File: src/rtl/serial_addsub_n.sv
// Multi-cycle adder/subtractor: CHUNK bits per clock with a registered ripple carry, start/done handshake.
// Define SERIAL_ADDSUB_OVF_EN to add the registered signed-overflow output ovf.
module serial_addsub_n #(
   parameter int unsigned WIDTH = 8,
   parameter int unsigned CHUNK = 2
) (
   input  logic             clk,
   input  logic             rst,
   input  logic             start,
   input  logic             sub,
   input  logic [WIDTH-1:0] A,
   input  logic [WIDTH-1:0] B,
   output logic             busy,
   output logic             done,
`ifdef SERIAL_ADDSUB_OVF_EN
   output logic             ovf,
`endif
   output logic [WIDTH:0]   O
);

   localparam int unsigned NSTEP = WIDTH / CHUNK;
   localparam int unsigned CNT_W = (NSTEP > 1) ? $clog2(NSTEP) : 1;

   typedef enum logic [1:0] {StIdle, StRun, StDone} state_e;

   state_e             r_state;
   logic [WIDTH-1:0]   r_op_a;
   logic [WIDTH-1:0]   r_op_b;
   logic [WIDTH-1:0]   r_res;
   logic               r_carry;
   logic [CNT_W-1:0]   r_count;
   logic               r_busy;
   logic               r_done;
   logic [WIDTH:0]     r_o;

   logic [CHUNK:0]     w_sum;
   logic [WIDTH-1:0]   w_res_next;
   logic               w_last;

   always_comb begin
      w_sum      = {1'b0, r_op_a[CHUNK-1:0]} + {1'b0, r_op_b[CHUNK-1:0]} + {{CHUNK{1'b0}}, r_carry};
      // Result fills from the top so the first chunk ends up at the LSBs.
      w_res_next = r_res >> CHUNK;
      w_res_next[WIDTH-1 -: CHUNK] = w_sum[CHUNK-1:0];
      w_last     = (r_count == CNT_W'(NSTEP - 1));
   end

`ifdef SERIAL_ADDSUB_OVF_EN
   logic w_c_msb_in;
   logic r_ovf;

   // Carry into the operand MSB recovered from the sum bit of the final chunk.
   assign w_c_msb_in = r_op_a[CHUNK-1] ^ r_op_b[CHUNK-1] ^ w_sum[CHUNK-1];
   assign ovf        = r_ovf;

   always_ff @(posedge clk) begin
      if (rst) begin
         r_ovf <= 1'b0;
      end else if (r_state == StRun && w_last) begin
         r_ovf <= w_c_msb_in ^ w_sum[CHUNK];
      end
   end
`endif

   always_ff @(posedge clk) begin
      if (rst) begin
         r_state <= StIdle;
         r_op_a  <= '0;
         r_op_b  <= '0;
         r_res   <= '0;
         r_carry <= 1'b0;
         r_count <= '0;
         r_busy  <= 1'b0;
         r_done  <= 1'b0;
         r_o     <= '0;
      end else begin
         r_done <= 1'b0;
         case (r_state)
            StIdle, StDone: begin
               if (start) begin
                  r_op_a  <= A;
                  r_op_b  <= sub ? ~B : B;
                  r_carry <= sub;
                  r_count <= '0;
                  r_busy  <= 1'b1;
                  r_state <= StRun;
               end else begin
                  r_state <= StIdle;
               end
            end
            StRun: begin
               r_op_a  <= r_op_a >> CHUNK;
               r_op_b  <= r_op_b >> CHUNK;
               r_res   <= w_res_next;
               r_carry <= w_sum[CHUNK];
               r_count <= r_count + CNT_W'(1);
               if (w_last) begin
                  r_o     <= {w_sum[CHUNK], w_res_next};
                  r_busy  <= 1'b0;
                  r_done  <= 1'b1;
                  r_state <= StDone;
               end
            end
            default: r_state <= StIdle;
         endcase
      end
   end

   assign busy = r_busy;
   assign done = r_done;
   assign O    = r_o;

endmodule

File: config.mk
export PLATFORM = sky130hd
export DESIGN_NAME = serial_addsub_n
export DESIGN_NICKNAME = d
export VERILOG_FILES = /design/src/rtl/serial_addsub_n.sv
export SDC_FILE = /design/constraint.sdc
export NUM_CORES = 1
export LEC_CHECK = 0
export ABC_CLOCK_PERIOD_IN_PS = 2100
export BUFFER_PORTS_ARGS = -buffer_cell sky130_fd_sc_hd__buf_2
export CAP_MARGIN = 20
export CORE_ASPECT_RATIO = 0.7
export CORE_UTILIZATION = 28
export CTS_CLUSTER_SIZE = 16
export DETAILED_ROUTE_END_ITERATION = 10
export HOLD_SLACK_MARGIN = 0.06
export RECOVER_POWER = 50
export SLEW_MARGIN = 20
export SYNTH_ARGS = -nofsm -noshare
export SYNTH_HDL_FRONTEND = slang
export SYNTH_SLANG_ARGS = --single-unit
File: constraint.sdc
create_clock -name clk -period 2.1 [get_ports clk]
set_clock_uncertainty 0.1 [all_clocks]
set_input_delay 0.42 -clock clk [delete_from_list [all_inputs] [get_ports clk]]
set_output_delay 0.42 -clock clk [all_outputs]
set_load 0.1 [all_outputs]
==> run summary <==
In this run the standard cell core region covers 5340 µm². The clock network fraction of total power was 0.445. The portion of the clock cycle consumed by the worst path in the final layout came out at 0.813. A synthesized cell averages 8.88 µm².

Entering global routing, the biggest net connects 39 pins. The total of cells resized after clock tree synthesis was 0; the largest voltage drop on the vdd net was 0.307 mV. The tools report the CTS root buffer as clkbuf_8. The most numerous cell type found on the critical path is fa_1. The via count of the first global-routing pass was 1,172; the number of buffers added on ports was 30. Based on the critical path, the design can be clocked at up to 0.586 GHz. In this run the static leakage power is 0.730 nW.

Power density of the placed cells: 910 nW/µm². STA puts the critical path data required time at 2.22 ns. The run gives 227 as the final net count. On the critical path, the stage with the largest delay is an instance of fa_1. The number of setup buffers added after CTS is 0.

Dividing the detail-routed via count by the number of cells gives 4.57. The logs give 0.107 for the combinational fraction of design power and 0.449 for the share of total power in sequential cells. The final-report max-slew violation count is 0, and the post-route total power is 1.73 mW. Clock-pin slew was measured on the worst setup and hold paths at 0.08 ns.

For the final hold violation count, the log shows 0. In the routed design, unresolved DRC markers number 0. The count of cell types in the netlist came out at 26.

Summing all placed instances gives a cell area of 1760 µm². Detailed routing inserted a total of 1,266 vias. The path category of the worst min-delay check was input port to flip-flop.

Compared with the post-synthesis result, the final layout area differs by 20.0%. Row generation in the floorplan step produced 22 rows. The final layout contains routed wiring with a total length of 3.22 mm. The tools report the number of routed nets with antenna violations as 0.

The share of cells above drive strength 1 was 0.224; the biggest fanout along the worst timing path was 2. The tools report the final design area excluding fillers as 1900 µm². For this run the aggregate overflow at the end of global routing stands at 0.

The number of sinks handled by clock tree synthesis came out at 38. The switching power of the nets was 0.395 mW. The tools report the number of buffers created by CTS as 5. During synthesis, Yosys emitted a total of 0 warnings. The tools report the relative slew slack as 0.484. The run finished with clean final reports.

In this run, the number of DRC markers left after iteration 0 of detailed routing was 61. From bottom edge to top edge, the die measures 64.9 µm. Critical path data arrival time: 1.82 ns. Setup repair after global routing left no endpoint under its margin. For the area of the mapped netlist, the log shows 1580 µm². On the worst path, the slowest cell contributes a delay of 0.43 ns.

The aggregate global-route resource usage was 0.114; the register area share after synthesis was 0.481. The finished layout holds 277 standard cells, fillers aside. In the layout the commonest cells are 38 x dfxtp_1, 30 x buf_2, 29 x a21oi_1.

TritonCTS built the clock tree. The layout has 590 filler cells. For the pin with the worst max-slew slack, the measured transition is 0.774 ns.

The run gives 2 as the number of buffers on the longest clock path. Routability-driven placement finished with a final weighted congestion of 0.679. The first-pass GRT wire length came out at 5.33 mm. Leaving out fill and tap cells, the most frequent cell in the layout is dfxtp_1. The launching element type of the critical path is a flip-flop. Clock latency on the worst-skew pair, taken at its later pin, is 0.29 ns.

The number of setup violations in the final report came out at 0. The switching part of the total power was 0.229; the post-synthesis register bit count was 38. The run gives 0 as the number of antenna violations at the first check in global routing. The logs give 2 for the number of levels in the clock H-tree and 0.296 for the initial core utilization. In the final timing run, aggregate negative setup slack is 0 ns.

The repair_antennas step left the layout with diodes totalling 0. For the number of placed I/O pins, the log shows 31. The logs give 0 for the max-cap check violation count and 5960 µm² for the floorplan die area.

The tools report the net count after synthesis as 201. The time the worst path needs with I/O delays and setup is 1.71 ns, and the cell total after placement is 269. STA classifies the critical path endpoint as a flip-flop. Walking the worst path, the cells encountered are inv_1, fa_1, fa_1, a2bb2oi_1, a21oi_1.

The die width is 91.8 µm, and the post-DP HPWL is 2.14 mm. The type of the setup path with the least slack was flip-flop to flip-flop. The first detailed-routing pass ran for 4 iterations. Internal power comes to 1.33 mW. The tools report the number of hold-repair buffers added at the cts stage as 0. The run gives 178 as the number of cells produced by synthesis.

In the final routed layout, each cell accounts on average for 11.6 µm.
layout make-up:
type / count / area [µm²] / area share
clock buffer: 6 / 82.6 / 0.0435
clock inverter: 2 / 60.1 / 0.0316
inverter: 5 / 18.8 / 0.00989
multi-input combinational: 120 / 706 / 0.372
sequential: 38 / 761 / 0.401
tap: 72 / 90.1 / 0.0475
timing repair buffer: 34 / 180 / 0.0949
registers in the layout (all words and copies together), names as in the netlist:
signal and flops:
O 9, r_op_a 8, r_op_b 8, r_res 6, r_count 2, r_state 2, busy 1, done 1
r_carry 1
logic make-up (layout without fill, tap and decap cells):
family,after synthesis,count (layout),share of synthesized area
xor gates and xnor gates,8,8,0.0443
buffers and inverters,20,47,0.0712
AOI/OAI and AO/OA,49,49,0.195
DFF,38,38,0.481
and+or+nand+nor,60,60,0.175
adders and majority gates,3,3,0.0332
critical path, delay by kind of cell (launching register included):
family	cells	cell delay, ns
AOI/OAI and AO/OA	2	0.28
adders and majority gates	2	0.85
buffers and inverters	1	0.07
DFF	1	0.35
worst paths after layout:
path                     startpoint                      to  slack, ns  cells past startpoint
max          r_op_a[0]$_SDFFE_PP0P_    r_carry$_SDFFE_PP0P_       0.39                      5
min                            A[6]  r_op_a[6]$_SDFFE_PP0P_       0.26                      3
max reg2reg  r_op_a[0]$_SDFFE_PP0P_    r_carry$_SDFFE_PP0P_       0.39                      5
min reg2reg       O[0]$_SDFFE_PP0P_       O[0]$_SDFFE_PP0P_       0.35                      2
power groups by stage:
stage               logic [mW]  clock network, mW  registers (mW)
floorplan                0.135                  0           0.800
global placement         0.186                  0           0.790
detailed placement       0.186                  0           0.792
CTS                      0.186              0.790           0.775
global route             0.206              0.815           0.780
finish                   0.184              0.768           0.775
stage by stage:
step           hold slack (ns)  utilization  worst slack (ns)
2_1_floorplan            0.332            -             0.489
3_3_place_gp             0.344        0.329             0.451
3_5_place_dp             0.347        0.329             0.408
4_1_cts                  0.251        0.356             0.385
5_1_grt                  0.289        0.355             0.308
6_report                 0.263        0.355             0.393
layer usage:
metal,GRT usage,vias up,wire length (µm)
met5,0,-,0
met4,0.0410,0,27
met3,0.0387,3,145
met2,0.163,22,1310
met1,0.160,582,1740
li1,-,659,-
synthesized netlist by cell type (all sizes together):
cell type | number | area share
a211oi | 5 | 0.033
a21oi | 29 | 0.092
a22oi | 12 | 0.057
a2bb2oi | 1 | 0.0055
and2b | 1 | 0.0063
and3b | 1 | 0.0055
buf | 14 | 0.057
clkbuf | 1 | 0.0024
dfxtp | 38 | 0.48
fa | 2 | 0.025
ha | 1 | 0.0079
inv | 5 | 0.012
nand2 | 25 | 0.059
nand2b | 3 | 0.012
nand3 | 19 | 0.060
nand3b | 1 | 0.0047
nor2 | 9 | 0.023
nor2b | 1 | 0.0040
o21a | 1 | 0.0047
o21ai | 1 | 0.0032
xor2 | 8 | 0.044
Power figures use the tool's default switching activity.
